`config.mk`:
```
export PLATFORM = sky130hd
export DESIGN_NAME = rf_wb_arbiter_flat
export DESIGN_NICKNAME = d
export VERILOG_FILES = /design/src/rtl/rf_wb_arbiter_if.sv /design/src/rtl/rf_wb_arbiter.sv /design/src/flat_wrapper.sv
export SDC_FILE = /design/constraint.sdc
export NUM_CORES = 1
export LEC_CHECK = 0
export ABC_AREA = 1
export BUFFER_PORTS_ARGS = -buffer_cell sky130_fd_sc_hd__buf_2
export CORE_ASPECT_RATIO = 0.5
export CORE_MARGIN = 2
export CORE_UTILIZATION = 53
export DETAILED_ROUTE_END_ITERATION = 8
export GPL_ROUTABILITY_DRIVEN = 1
export GPL_TIMING_DRIVEN = 0
export PLACE_DENSITY_LB_ADDON = 0.12
export SETUP_SLACK_MARGIN = 0.05
export SLEW_MARGIN = 20
export SYNTH_ARGS = -nofsm -noshare
export SYNTH_HDL_FRONTEND = slang
export SYNTH_SLANG_ARGS = --single-unit
```
`constraint.sdc`:
```
create_clock -name clk -period 3.35 [get_ports clk]
set_input_delay 1.005 -clock clk [delete_from_list [all_inputs] [get_ports clk]]
set_output_delay 1.005 -clock clk [all_outputs]
set_load 0.02 [all_outputs]
```
`src/rtl/rf_wb_arbiter_if.sv`:
```
// Bundle of RegisterFile write-back arbitration signals: two producer requests,
// the registered write-back port, and the decode-side pending-write query.
interface rf_wb_arbiter_if #(
  parameter int unsigned DATA_W = 32,
  parameter int unsigned REG_W  = 5
);
  logic              req0_valid;
  logic              req0_ready;
  logic [REG_W-1:0]  req0_reg;
  logic [DATA_W-1:0] req0_data;
  logic              req1_valid;
  logic              req1_ready;
  logic [REG_W-1:0]  req1_reg;
  logic [DATA_W-1:0] req1_data;
  logic              write_back_en;
  logic [REG_W-1:0]  write_back_reg;
  logic [DATA_W-1:0] write_back;
  logic              issue_en;
  logic [REG_W-1:0]  issue_reg;
  logic [REG_W-1:0]  a_reg;
  logic [REG_W-1:0]  b_reg;
  logic              a_busy;
  logic              b_busy;
  logic              stall;

  modport master (
    output req0_valid, req0_reg, req0_data,
    output req1_valid, req1_reg, req1_data,
    output issue_en, issue_reg, a_reg, b_reg,
    input  req0_ready, req1_ready,
    input  write_back_en, write_back_reg, write_back,
    input  a_busy, b_busy, stall
  );

  modport slave (
    input  req0_valid, req0_reg, req0_data,
    input  req1_valid, req1_reg, req1_data,
    input  issue_en, issue_reg, a_reg, b_reg,
    output req0_ready, req1_ready,
    output write_back_en, write_back_reg, write_back,
    output a_busy, b_busy, stall
  );
endinterface

```
`src/rtl/rf_wb_arbiter.sv`:
```
// Arbitrates the single RegisterFile write-back port between ALU (req0) and
// load/multi-cycle (req1) producers, and tracks pending writes for RAW stalls.
module rf_wb_arbiter #(
  parameter int unsigned DATA_W       = 32,
  parameter int unsigned REG_W        = 5,
  parameter int unsigned STARVE_LIMIT = 4
) (
  input  logic              clk,
  input  logic              rst,
  rf_wb_arbiter_if.slave    bus
);
  localparam int unsigned CNT_W = $clog2(STARVE_LIMIT + 1);
  localparam int unsigned NREG  = 1 << REG_W;

  logic [CNT_W-1:0]  r_starve_cnt;
  logic              r_wb_en;
  logic [REG_W-1:0]  r_wb_reg;
  logic [DATA_W-1:0] r_wb_data;
  logic [NREG-1:0]   r_busy;

  logic              w_starve;
  logic              w_req0_ready;
  logic              w_req1_ready;
  logic              w_xfer0;
  logic              w_xfer1;
  logic              w_xfer;
  logic [REG_W-1:0]  w_sel_reg;
  logic [DATA_W-1:0] w_sel_data;
  logic [NREG-1:0]   w_busy_nxt;

  // Readies are mutually exclusive whenever both producers are valid.
  assign w_starve     = (r_starve_cnt == CNT_W'(STARVE_LIMIT));
  assign w_req0_ready = ~w_starve | ~bus.req1_valid;
  assign w_req1_ready = ~bus.req0_valid | w_starve;
  assign w_xfer0      = bus.req0_valid & w_req0_ready;
  assign w_xfer1      = bus.req1_valid & w_req1_ready;
  assign w_xfer       = w_xfer0 | w_xfer1;

  always_comb begin
    w_sel_reg  = bus.req0_reg;
    w_sel_data = bus.req0_data;
    if (w_xfer1) begin
      w_sel_reg  = bus.req1_reg;
      w_sel_data = bus.req1_data;
    end
  end

  // Clear is applied before set so a same-edge re-issue keeps the register busy.
  always_comb begin
    w_busy_nxt = r_busy;
    if (r_wb_en) begin
      w_busy_nxt[r_wb_reg] = 1'b0;
    end
    if (bus.issue_en && (bus.issue_reg != '0)) begin
      w_busy_nxt[bus.issue_reg] = 1'b1;
    end
  end

  always_ff @(posedge clk) begin
    if (rst) begin
      r_starve_cnt <= '0;
      r_wb_en      <= 1'b0;
      r_wb_reg     <= '0;
      r_wb_data    <= '0;
      r_busy       <= '0;
    end else begin
      if (!bus.req1_valid || w_xfer1) begin
        r_starve_cnt <= '0;
      end else if (!w_starve) begin
        r_starve_cnt <= r_starve_cnt + CNT_W'(1);
      end
      r_wb_en <= w_xfer & (w_sel_reg != '0);
      if (w_xfer) begin
        r_wb_reg  <= w_sel_reg;
        r_wb_data <= w_sel_data;
      end
      r_busy <= w_busy_nxt;
    end
  end

  assign bus.req0_ready     = w_req0_ready;
  assign bus.req1_ready     = w_req1_ready;
  assign bus.write_back_en  = r_wb_en;
  assign bus.write_back_reg = r_wb_reg;
  assign bus.write_back     = r_wb_data;
  assign bus.a_busy         = r_busy[bus.a_reg];
  assign bus.b_busy         = r_busy[bus.b_reg];
  assign bus.stall          = r_busy[bus.a_reg] | r_busy[bus.b_reg];
endmodule

```
`src/flat_wrapper.sv`:
```
// flat-port wrapper written by rule: the top's interface ports become plain ports
module rf_wb_arbiter_flat 
#(
  parameter int unsigned DATA_W       = 32,
  parameter int unsigned REG_W        = 5,
  parameter int unsigned STARVE_LIMIT = 4
)
  (clk, rst, bus_req0_valid, bus_req0_reg, bus_req0_data, bus_req1_valid, bus_req1_reg, bus_req1_data, bus_issue_en, bus_issue_reg, bus_a_reg, bus_b_reg, bus_req0_ready, bus_req1_ready, bus_write_back_en, bus_write_back_reg, bus_write_back, bus_a_busy, bus_b_busy, bus_stall);
  rf_wb_arbiter_if #(.DATA_W(DATA_W), .REG_W(REG_W)) bus_i ();
  input  logic clk;
  input  logic rst;
  input wire logic [$bits(bus_i.req0_valid)-1:0] bus_req0_valid;
  input wire logic [$bits(bus_i.req0_reg)-1:0] bus_req0_reg;
  input wire logic [$bits(bus_i.req0_data)-1:0] bus_req0_data;
  input wire logic [$bits(bus_i.req1_valid)-1:0] bus_req1_valid;
  input wire logic [$bits(bus_i.req1_reg)-1:0] bus_req1_reg;
  input wire logic [$bits(bus_i.req1_data)-1:0] bus_req1_data;
  input wire logic [$bits(bus_i.issue_en)-1:0] bus_issue_en;
  input wire logic [$bits(bus_i.issue_reg)-1:0] bus_issue_reg;
  input wire logic [$bits(bus_i.a_reg)-1:0] bus_a_reg;
  input wire logic [$bits(bus_i.b_reg)-1:0] bus_b_reg;
  output wire logic [$bits(bus_i.req0_ready)-1:0] bus_req0_ready;
  output wire logic [$bits(bus_i.req1_ready)-1:0] bus_req1_ready;
  output wire logic [$bits(bus_i.write_back_en)-1:0] bus_write_back_en;
  output wire logic [$bits(bus_i.write_back_reg)-1:0] bus_write_back_reg;
  output wire logic [$bits(bus_i.write_back)-1:0] bus_write_back;
  output wire logic [$bits(bus_i.a_busy)-1:0] bus_a_busy;
  output wire logic [$bits(bus_i.b_busy)-1:0] bus_b_busy;
  output wire logic [$bits(bus_i.stall)-1:0] bus_stall;
  assign bus_i.req0_valid = bus_req0_valid;
  assign bus_i.req0_reg = bus_req0_reg;
  assign bus_i.req0_data = bus_req0_data;
  assign bus_i.req1_valid = bus_req1_valid;
  assign bus_i.req1_reg = bus_req1_reg;
  assign bus_i.req1_data = bus_req1_data;
  assign bus_i.issue_en = bus_issue_en;
  assign bus_i.issue_reg = bus_issue_reg;
  assign bus_i.a_reg = bus_a_reg;
  assign bus_i.b_reg = bus_b_reg;
  assign bus_req0_ready = bus_i.req0_ready;
  assign bus_req1_ready = bus_i.req1_ready;
  assign bus_write_back_en = bus_i.write_back_en;
  assign bus_write_back_reg = bus_i.write_back_reg;
  assign bus_write_back = bus_i.write_back;
  assign bus_a_busy = bus_i.a_busy;
  assign bus_b_busy = bus_i.b_busy;
  assign bus_stall = bus_i.stall;
  rf_wb_arbiter #(.DATA_W(DATA_W), .REG_W(REG_W), .STARVE_LIMIT(STARVE_LIMIT)) u_core (.clk(clk), .rst(rst), .bus(bus_i));
endmodule
```
* Word level (Yosys, flattened, before mapping)
Cells that the tools add are included.
Word-level totals: output and inout bits 43, word-level logic and storage cells 46, bits in registers 73, input port bits 94
Cells by class: order comparisons 6, add/sub/neg operators 1, multiplexer cells 12, bitwise operators 13, reduce and logical (&&, ||, !) cells 8, eq/ne operators 1
Operator list (count):
- two-way mux 32 bit | 3
- bitwise AND 32 bit | 1
- inverter 32 bit | 1
- bitwise OR 32 bit | 1
- < comparator 5 x 6 -> 1 bit, second input constant | 4
- binary-select mux 1 bit (select 5 bit) | 2
- demux 1 bit (select 5 bit) | 2
- >= comparator 5 x 1 -> 1 bit, second input constant | 2
- nonzero test 5 bit | 2
- two-way mux 5 bit | 1
- two-way mux 1 bit | 4
- bitwise OR 1 bit | 4
- adder 3 x 1 -> 3 bit, second input constant | 1
- bitwise AND 1 bit | 3
- equality test 3 bit, second input constant | 1
- logical AND 1 bit | 3
- inverter 1 bit | 3
- OR reduction 2 bit | 1
- logical NOT 1 bit | 1
- logical OR 1 bit | 1

* Depth between registers and ports, before layout
Gate-level depths: netlist (run 1).
word-level depth 9, depth in mapped cells 11, depth with buffers taken out 10

* Worst setup path after synthesis (run 1)
No wires, ideal clock.
path type input-to-output, from input bus_b_reg[0], to output bus_stall, stages 11, data arrival time 1927 ps, path slack 418 ps, path buffers 2, required time 2345 ps, path through buf_2 inv_2 buf_4 nand2_1 nand3_1 nand3_1 nand2_1 nand2_1 nand3_1 nand2_1 nand2_1
Between the ends: word-level cells in the longest chain between the ends 3
RTL lines:
- from (decl) | line flat_wrapper.sv:21 | input wire logic [$bits(bus_i.b_reg)-1:0] bus_b_reg;
- binary-select mux 1 bit (select 5 bit) | line rf_wb_arbiter.sv:88 | assign bus.stall = r_busy[bus.a_reg] | r_busy[bus.b_reg];
- two-way mux 1 bit (implied by the code) | line rf_wb_arbiter.sv:88
- bitwise OR 1 bit | line rf_wb_arbiter.sv:88
- to (decl) | line flat_wrapper.sv:29 | output wire logic [$bits(bus_i.stall)-1:0] bus_stall;
Every way passes these cells. The select of a mux whose other input is x is not followed.

* Final worst setup path (run 1)
Ends and elaborated chain as after synthesis.

==> results.cfg, run 1 <==
[outcome]
outcome = complete, no violations

[routing]
first_pass_iters = 5
via_per_inst = 5.45
ant_nets = 0
wl_per_cell_um = 14.6
post-route-drc-count = 0
drt-total-wl_um = 11500
drt_iter0_drc = 305
via_count = 4300

[floorplanning]
die-area_um2 = 7680
start_util = 0.550
die_x_um = 122
io_pins = 137
placementRows = 21
core_um2 = 6700
die_h_um = 63.0

[finish]
diodes = 0
fin_cells = 789
largest_reg_flops = 37
drive_gt1_frac = 0.253
fin_nets = 788
syn_to_final_growth_pct = 30.2

[worst_setup_path]
cpPeakStageDelay_ns = 0.18
crit_family = buffers and inverters
critPathRequiredTime_ns = 2.34
critPathMostFrequentCell = nand2_1
slowest_stage = buf_4
crit_type = in2out
cp-start-kind = primary input
arrival_ns = 2.15
cp.depth = 12
crit_chain = buf_2, inv_2, buf_4, nand2_1, nand3_1, nand3_1, nand2_1, nand2_1, nand3_1, nand2_1, nand2_1, buf_2
r2r_cells = 9
cp.buffers_inverters = 4
path_max_fanout = 10
crit_path_end_kind = output port

[logic_synthesis]
netlist_area_um2 = 3690
netlist.area_leader.share = 0.396
synthTopCellsByArea = dfxtp_1 (40%), nand3_1 (13%), nand2_1 (12%), o21ai_0 (9.6%), a21oi_1 (4.2%)
syn-num-nets = 646
synth_cell_types = 29
syn-instance-count = 550
seq_area_frac_synth = 0.396
syn_area_per_cell_um2 = 6.70
synth_top_cell_by_area = dfxtp_1
yosys_warnings = 0
synth_seq_cells = 73

[clocking]
clkSinkCount = 73
cts_hold_buf = 0
cts.repair.resized = 0
clkTransAtPathRegs_ns = 0.06
tritoncts = done
cts_buffers = 9
cts_setup_buffers = 0
clock-root-buffer = clkbuf_16
cts_buffer_depth = 2
h-tree-depth = 3
clkLatencyLatePin_ns = 0.33

[sta]
period_share = 0.943
rsz0062_at_grt = no
hold_viol_final = 0
fmax_mhz = 317
worstMarginPinSlew_ns = 0.926
setup_tns_ns = 0
setup_viol_count_final = 0
period_needed_ns = 3.16
maxSlewViolCount = 0
skew_ns = 0.00880
relSlewSlack = 0.378

[placed_design]
hpwl_um = 8340
port_buffers = 131
dp.cells = 773
place_congestion = 0.915

[power]
irDropWorstVdd_v = 0.000364
power_leakage_uw = 0.00212
power_density_nw_per_um2 = 504

[global_route]
grt_max_degree = 14
grt.overflow.total = 0
grt_pass1_wl_um = 18700
grt_pass1_vias = 3964
grt_util_all_layers = 0.307
antenna_found_initial = 0

[job]
drv_cap = 0

[worst_hold_path]
hold_path.class = reg2reg
hold-path-cell-count = 1
[layout by cell type (no fill, tap or decap)]
cell        netlist  final
buf_2            13    144
nand2_1         120    120
nand3_1          97     97
dfxtp_1          73     73
o21ai_0          71     71
nor2_1           36     36
o21ai_1          31     31
a21oi_1          31     31
inv_1            27     27
clkbuf_1         11     12
nor3_1            9      9
clkbuf_16         0      9
inv_2             4      4
or2_1             3      3
o22ai_1           3      3
nor3_2            3      3
bufinv_16         0      3
nand2_4           2      2
buf_4             2      2
o21ai_2           2      2
ha_1              2      2
nand2_2           1      1
nand3b_1          1      1
nor2_2            1      1
nor2_4            1      1
clkinv_1          1      1
buf_6             1      1
o211ai_1          1      1
nand4_1           1      1
xor2_1            1      1
buf_1             1      1
clkinvlp_4        0      1
inv_6             0      1
clkinv_4          0      1
[worst reg2reg max path: stages (launching register included)]
cell	delay, ns
dfxtp_1	0.36
inv_1	0.06
ha_1	0.19
nand2_2	0.13
nand2_4	0.07
nand2_4	0.07
buf_6	0.13
clkbuf_1	0.31
o21ai_0	0.14
o21ai_1	0.14
[final timing paths]
check / start / end / slack (ns)
setup / recovery: bus_b_reg[0] / bus_stall / 0.19
hold / removal: u_core.r_starve_cnt[0] / u_core.r_starve_cnt[0] / 0.46
setup reg to reg: u_core.r_starve_cnt[0] / u_core.bus.write_back[10] / 1.69
hold reg to reg: u_core.r_starve_cnt[0] / u_core.r_starve_cnt[0] / 0.46
[where the power goes]
part | switching [uW] | internal, uW | total (uW)
Clock | 375 | 732 | 1110
Sequential | 29.1 | 912 | 941
Combinational | 240 | 131 | 371
Total | 644 | 1770 | 2420
[area by class of cell]
type                    count  area (um2)
clock inverters             6         115
plain buffers              28         136
flip-flops and latches     73        1460
multi-input cells         417        1970
inverters                  32         120
fillers                   607        1900
repair buffers            131         656
well taps                  92         115
clock buffers              10         229
[kinds of logic (layout without fill, tap and decap cells)]
logic type	Yosys count	after routing	share of synthesized area
buffers and inverters	60	207	0.0696
AOI/OAI and AO/OA	139	139	0.192
xor gates and xnor gates	1	1	0.00238
DFF	73	73	0.396
adders and majority gates	2	2	0.00679
and+or+nand+nor	275	275	0.332
[metal layers]
layer | vias to the layer above | part of all wire | GRT usage
met1 | 1954 | 0.42 | 0.366
met3 | 25 | 0.076 | 0.0803
met2 | 176 | 0.49 | 0.536
met4 | 0 | 0.019 | 0.105
li1 | 2145 | - | -
met5 | - | 0 | 0
[through the flow]
| step | power [uW] | utilization | instance area [um2] | hold WS [ns] | setup WS (ns) |
|---|---|---|---|---|---|
| 4_1_cts | 2420 | 0.717 | 4800 | 0.467 | 0.198 |
| 6_report | 2420 | 0.717 | 4800 | 0.462 | 0.191 |
| 3_3_place_gp | 1320 | 0.665 | 4460 | 0.435 | 0.202 |
| 5_1_grt | 2500 | 0.717 | 4800 | 0.495 | 0.0564 |
| 2_1_floorplan | 1170 | - | 3690 | 0.417 | 0.418 |
| 3_5_place_dp | 1320 | 0.665 | 4460 | 0.464 | 0.202 |
[cell usage after synthesis]
master / n
buf_6: 1
buf_4: 2
nand3b_1: 1
o211ai_1: 1
nor3_2: 3
nand2_4: 2
nor2_2: 1
o21ai_0: 71
o21ai_1: 31
ha_1: 2
inv_1: 27
or2_1: 3
o21ai_2: 2
clkbuf_1: 11
nand2_1: 120
buf_1: 1
nand2_2: 1
nand4_1: 1
dfxtp_1: 73
nor3_1: 9
xor2_1: 1
inv_2: 4
clkinv_1: 1
nand3_1: 97
nor2_1: 36
buf_2: 13
a21oi_1: 31
o22ai_1: 3
nor2_4: 1
(Power assumes the default switching activity.)
==> run 2, diff against run 1 <==
--- a/config.mk
+++ b/config.mk
@@ -7,9 +7,11 @@
 export LEC_CHECK = 0
 export ABC_AREA = 1
 export BUFFER_PORTS_ARGS = -buffer_cell sky130_fd_sc_hd__buf_2
+export CELL_PAD_IN_SITES_DETAIL_PLACEMENT = 0
+export CELL_PAD_IN_SITES_GLOBAL_PLACEMENT = 1
 export CORE_ASPECT_RATIO = 0.5
 export CORE_MARGIN = 2
-export CORE_UTILIZATION = 53
+export CORE_UTILIZATION = 36
 export DETAILED_ROUTE_END_ITERATION = 8
 export GPL_ROUTABILITY_DRIVEN = 1
 export GPL_TIMING_DRIVEN = 0
==> run 2 against run 1 <==
Against the previous run: sequential cell count unchanged; non-clock buffer count unchanged; hold slack better by 0.0033 ns; global-route usage down 8.5 points; fmax down 0.54%; sequential power about the same; setup slack worse by 0.017 ns; clock power down 16%; sequential share of layout area down 0.13 points; utilization down 24 points; via count down 2.0%; first-iteration DRC count down 14%; critical endpoint unchanged; largest cell class unchanged; highest routed layer is now met5.
==> results.cfg, run 2 (synthesized netlist as in run 1, its figures left out) <==
[sta]
setup_viol_count_final = 0
period_needed_ns = 3.18
rsz0062_at_grt = no
skew_ns = 0.00553
whs_ns = 0.466
fmax_mhz = 315
relSlewSlack = 0.381
maxSlewViolCount = 0
setup_tns_ns = 0
worstMarginPinSlew_ns = 0.922
hold_viol_final = 0
period_share = 0.948

[clocking]
clock-root-buffer = clkbuf_16
cts_buffers = 9
cts_buffer_depth = 2
cts_setup_buffers = 0
clkLatencyLatePin_ns = 0.34
clkTransAtPathRegs_ns = 0.05
h-tree-depth = 3
clkSinkCount = 73
tritoncts = done
cts_hold_buf = 0

[worst_setup_path]
crit_path_end_kind = output port
r2r_end = u_core.bus.write_back[26]
path_max_fanout = 10
r2r_cells = 9
arrival_ns = 2.17
critPathRequiredTime_ns = 2.34
reg2reg_from = u_core.r_starve_cnt[0]
r2r_slack_ns = 1.66
cp-start-kind = primary input
startpoint = bus_b_reg[0]
crit_path_end = bus_stall
crit_type = in2out

[routing]
drt_iter0_drc = 263
via_count = 4215
ant_nets = 0
via_per_inst = 5.04
drt-total-wl_um = 12400
post-route-drc-count = 0
wl_per_cell_um = 14.9
first_pass_iters = 4

[floorplanning]
die_x_um = 147
die_h_um = 75.6
io_pins = 137
die-area_um2 = 11100
start_util = 0.366
placementRows = 26
core_um2 = 10100

[global_route]
grt.overflow.total = 0
grt_max_degree = 12
grt_pass1_wl_um = 19100
antenna_found_initial = 3
grt_pass1_vias = 3762
grt_util_all_layers = 0.222

[outcome]
outcome = complete, no violations

[finish]
final_cell_mix = buf_2 (142), nand2_1 (120), nand3_1 (97)
final_common_cell = buf_2
drive_gt1_frac = 0.250
fin_nets = 788
largest_reg_flops = 37
syn_to_final_growth_pct = 30.8

[worst_hold_path]
hold_path.class = reg2reg

[power]
power_density_nw_per_um2 = 467
power_leakage_uw = 0.00210
fin_total_pwr_uw = 2250
irDropWorstVdd_v = 0.000315

[placed_design]
hpwl_um = 9360
port_buffers = 131
place_congestion = 0.834

[job]
drv_cap = 0
## run 2: cell type report
type,count,area (um2)
fill,1123,5260
multi-input combinational,417,1970
sequential,73,1460
timing repair buffer,131,656
clock buffer,11,243
tap,140,175
buffer,28,149
inverter,32,123
clock inverter,3,42.5
antenna,2,5.00
## run 2: power breakdown
| group | internal (uW) | total, uW | leakage (uW) | switching [uW] |
|---|---|---|---|---|
| sequential | 913 | 941 | 0.000599 | 28.5 |
| clock | 587 | 934 | 0.000137 | 347 |
| combinational | 132 | 376 | 0.00136 | 243 |
## run 2: per-layer routing
layer	routed length [um]	track usage	part of all wire
met2	5520	0.360	0.44
met1	5680	0.284	0.46
met4	138	0.0588	0.011
met3	1080	0.0838	0.087
met5	27	0	0.0022
## run 2: how the worst min path moves through the flow
stage	slack (ns)	start	cells after the start	end
6_report	0.47	u_core.r_starve_cnt[0]	1	u_core.r_starve_cnt[0]
2_1_floorplan	0.42	u_core.r_starve_cnt[0]	1	u_core.r_starve_cnt[0]
5_1_grt	0.49	u_core.bus.write_back[7]	2	u_core.bus.write_back[7]
3_3_place_gp	0.43	u_core.r_starve_cnt[0]	1	u_core.r_starve_cnt[0]
4_1_cts	0.47	u_core.r_starve_cnt[0]	1	u_core.r_starve_cnt[0]
3_5_place_dp	0.46	u_core.r_starve_cnt[0]	1	u_core.r_starve_cnt[0]
## run 2: worst max-delay path: stages
cell and delay, ns:
buf_2 0.15, inv_2 0.14, buf_6 0.16, nand2_1 0.05, nand3_1 0.06, nand3_1 0.07
nand2_1 0.10, nand2_1 0.06, nand3_1 0.08, nand2_1 0.06, nand2_1 0.06, buf_2 0.15
## run 2: repair_timing
action / in CTS / in global routing
setup endpoints to repair: 0 / 3
endpoints found under the hold margin: 0 / 0
resized for setup: 0 / 6
## run 2: through the flow
step	utilization	cells	cell area [um2]	setup slack [ns]
floorplan	-	550	3690	0.418
global placement	0.448	821	4520	0.109
detailed placement	0.448	821	4520	0.124
CTS	0.476	835	4800	0.122
global route	0.478	835	4820	0.0686
finish	0.478	837	4820	0.174
==> run 3, diff against run 2 <==
--- a/config.mk
+++ b/config.mk
@@ -5,13 +5,13 @@
 export SDC_FILE = /design/constraint.sdc
 export NUM_CORES = 1
 export LEC_CHECK = 0
-export ABC_AREA = 1
+export ABC_AREA = 0
 export BUFFER_PORTS_ARGS = -buffer_cell sky130_fd_sc_hd__buf_2
 export CELL_PAD_IN_SITES_DETAIL_PLACEMENT = 0
 export CELL_PAD_IN_SITES_GLOBAL_PLACEMENT = 1
 export CORE_ASPECT_RATIO = 0.5
 export CORE_MARGIN = 2
-export CORE_UTILIZATION = 36
+export CORE_UTILIZATION = 38
 export DETAILED_ROUTE_END_ITERATION = 8
 export GPL_ROUTABILITY_DRIVEN = 1
 export GPL_TIMING_DRIVEN = 0
==> run 3 against run 2 <==
Against the previous run: the run now ends with negative setup slack left; via count fell by 13%; final area increased by 2.7%; clock-buffer cell count decreased by 1; highest routed layer is now met4; sequential power decreased by 0.9%; clock skew decreased by 0.0026 ns; die area down 6.3%; largest power group is now the clock network; sequential cell count unchanged.
==> results.cfg, run 3 <==
[outcome]
outcome = finished, violations left
failed_checks = negative setup slack

[power]
irDropWorstVdd_v = 0.000273
intPower_uw = 1820
sw_frac_of_total = 0.254
pwr-share-comb = 0.154
p_sw_uw = 620
fin_total_pwr_uw = 2440
power_density_nw_per_um2 = 492
power_leakage_uw = 0.00222
clkPwrFrac = 0.463
power_frac_seq = 0.383

[finish]
regArea_um2 = 1460
fin_cells = 702
fin_nets = 672
diodes = 0
nFillCells = 942
largest_reg_flops = 37
syn_to_final_growth_pct = 36.2
multi_input_area_um2 = 2120
final_common_cell = buf_2
drive_gt1_frac = 0.299
final_cell_mix = buf_2 (131), nand2_1 (81), dfxtp_1 (73)
design_area_um2 = 4950
utilization = 0.528

[worst_hold_path]
hold_start = u_core.bus.write_back[12]
hold-path-cell-count = 2
hold_path.class = reg2reg
holdPathEnd = u_core.bus.write_back[12]

[global_route]
gr-usage-met2 = 0.373
grt_util_all_layers = 0.220
antenna_found_initial = 0
grt_use_met3 = 0.0591
grt_pass1_wl_um = 17500
grt_pass1_vias = 3353
grt.overflow.total = 0
grt_max_degree = 14
gr-max-usage-layer = met2
use_met1 = 0.282

[logic_synthesis]
synth_common_cells = nand2_1 (81), dfxtp_1 (73), o21ai_0 (68)
syn_area_per_cell_um2 = 8.50
synth_cell_types = 40
synth_most_common_cell = nand2_1
synth_edf_count = 0
netlist_area_um2 = 3640
synth_seq_cells = 73
synth_top_cell_by_area = dfxtp_1
async_flop_share = 0
synthTopCellsByArea = dfxtp_1 (40%), mux2i_1 (17%), o21ai_0 (9.4%), nand2_1 (8.4%), a21oi_1 (4.8%)
yosys_warnings = 0
synth_flop_cell = dfxtp_1
syn-instance-count = 428
syn-num-nets = 524
seq_area_frac_synth = 0.402
netlist.area_leader.share = 0.402

[floorplanning]
io_pins = 137
die_h_um = 73.2
die-area_um2 = 10400
start_util = 0.388
placementRows = 25
core_um2 = 9380
die_x_um = 142

[sta]
setup_viol_count_final = 3
setup_tns_ns = -0.571
period_share = 1.09
setup_ws_ns = -0.308
maxSlewViolCount = 0
period_needed_ns = 3.66
fmax_mhz = 273
worstMarginPinSlew_ns = 0.760
rsz0062_at_grt = yes
relSlewSlack = 0.492
hold_viol_final = 0
skew_ns = 0.00290

[worst_setup_path]
slowest_stage = mux2_4
reg2reg_from = u_core.r_starve_cnt[0]
r2r_end = u_core.bus.write_back[18]
crit_path_end_kind = output port
cpPeakStageDelay_ns = 0.30
crit_chain = buf_12, mux2_4, o311ai_4, a221oi_2, a22o_1, a311o_1, or2_4, buf_6
crit_type = in2out
crit_family = compound AO/OA/AOI/OAI gates
arrival_ns = 2.65
path_max_fanout = 7
critPathRequiredTime_ns = 2.34
r2r_slack_ns = 1.31
cp-start-kind = primary input
cp.buffers_inverters = 2
r2r_cells = 9

[routing]
post-route-drc-count = 0
first_pass_iters = 5
drt-total-wl_um = 11200
wl_per_cell_um = 16.0
ant_nets = 0
drt_iter0_drc = 249
via_count = 3658
via_per_inst = 5.21

[clocking]
cts_hold_buf = 0
cts_buffer_depth = 2
tritoncts = done
clkLatencyLatePin_ns = 0.34
cts_buffers = 9
clock-root-buffer = clkbuf_16
clkSinkCount = 73
clkTransAtPathRegs_ns = 0.06
h-tree-depth = 3

[placed_design]
placed_area_um2 = 4450
dp.cells = 681
place_congestion = 0.864
hpwl_um = 8340
port_buffers = 132

[job]
drv_cap = 0
run 3: cell count changes in the layout (fill, tap and decap cells not counted), moves of 11 or more:
cell	previous run	this run
buf_2	142	131
nand3_1	97	3
nand2_1	120	81
nor2_1	36	11
mux2i_1	0	61
inv_1	27	2
o21ai_1	31	0
run 3: cell type report:
cell class | count | share of cell area
Timing Repair Buffer | 137 | 0.145
Clock buffer | 10 | 0.0482
Sequential cell | 73 | 0.295
Clock inverter | 6 | 0.0232
Buffer | 26 | 0.0283
Multi-Input combinational cell | 327 | 0.428
Tap cell | 121 | 0.0306
Inverter | 2 | 0.00152
run 3: power groups by stage:
| stage | Clock [uW] | Combinational, uW | Sequential (uW) |
|---|---|---|---|
| 5_1_grt | 1190 | 410 | 938 |
| 4_1_cts | 1150 | 371 | 933 |
| 3_3_place_gp | 0 | 353 | 950 |
| 2_1_floorplan | 0 | 159 | 992 |
| 6_report | 1130 | 376 | 933 |
| 3_5_place_dp | 0 | 353 | 952 |
run 3: repair_timing:
item | 4_1_cts | 5_1_grt
setup buffers | 3 | 2
endpoints found under the setup margin | 3 | 3
gates resized for setup | 13 | 11
pin swaps | 2 | 2
run 3: how the worst max path moves through the flow:
| stage | startpoint | end | slack (ns) | depth (start not counted) |
|---|---|---|---|---|
| 6_report | bus_b_reg[1] | bus_stall | -0.31 | 8 |
| 5_1_grt | bus_a_reg[1] | bus_stall | -0.35 | 8 |
| 4_1_cts | bus_b_reg[1] | bus_stall | -0.31 | 8 |
| 3_5_place_dp | bus_b_reg[1] | bus_stall | -0.37 | 9 |
| 3_3_place_gp | bus_b_reg[1] | bus_stall | -0.41 | 8 |
| 2_1_floorplan | bus_a_reg[1] | bus_stall | -0.24 | 7 |
run 3: per-stage QoR:
step	hold WS [ns]	worst slack, ns
3_5_place_dp	0.436	-0.369
5_1_grt	0.475	-0.353
6_report	0.444	-0.308
2_1_floorplan	0.430	-0.242
3_3_place_gp	0.429	-0.409
4_1_cts	0.450	-0.307
run 3: worst register-to-register path, delay by kind of cell, from the launching register on:
family / cells / cell delay, ns
AO/OA/AOI/OAI: 1 / 0.09
adder cells (fa/ha/maj): 1 / 0.22
buffers and inverters: 3 / 0.71
flip-flops: 1 / 0.36
multiplexers: 1 / 0.25
AND/OR/NAND/NOR: 3 / 0.29
run 3: metal layers:
metal / share of wire / vias up
met5: 0 / -
met3: 0.073 / 9
met1: 0.45 / 1690
met2: 0.47 / 125
li1: - / 1834
met4: 0.0088 / 0
run 3: kinds of logic (layout without fill, tap and decap cells):
logic type | count (synthesis) | after routing | share of synthesized area
AND/OR/NAND/NOR | 134 | 134 | 0.176
adder cells (fa/ha/maj) | 2 | 2 | 0.00688
flip-flops | 73 | 73 | 0.402
buffers and inverters | 28 | 181 | 0.0351
AO/OA/AOI/OAI | 125 | 125 | 0.195
multiplexers | 66 | 66 | 0.185
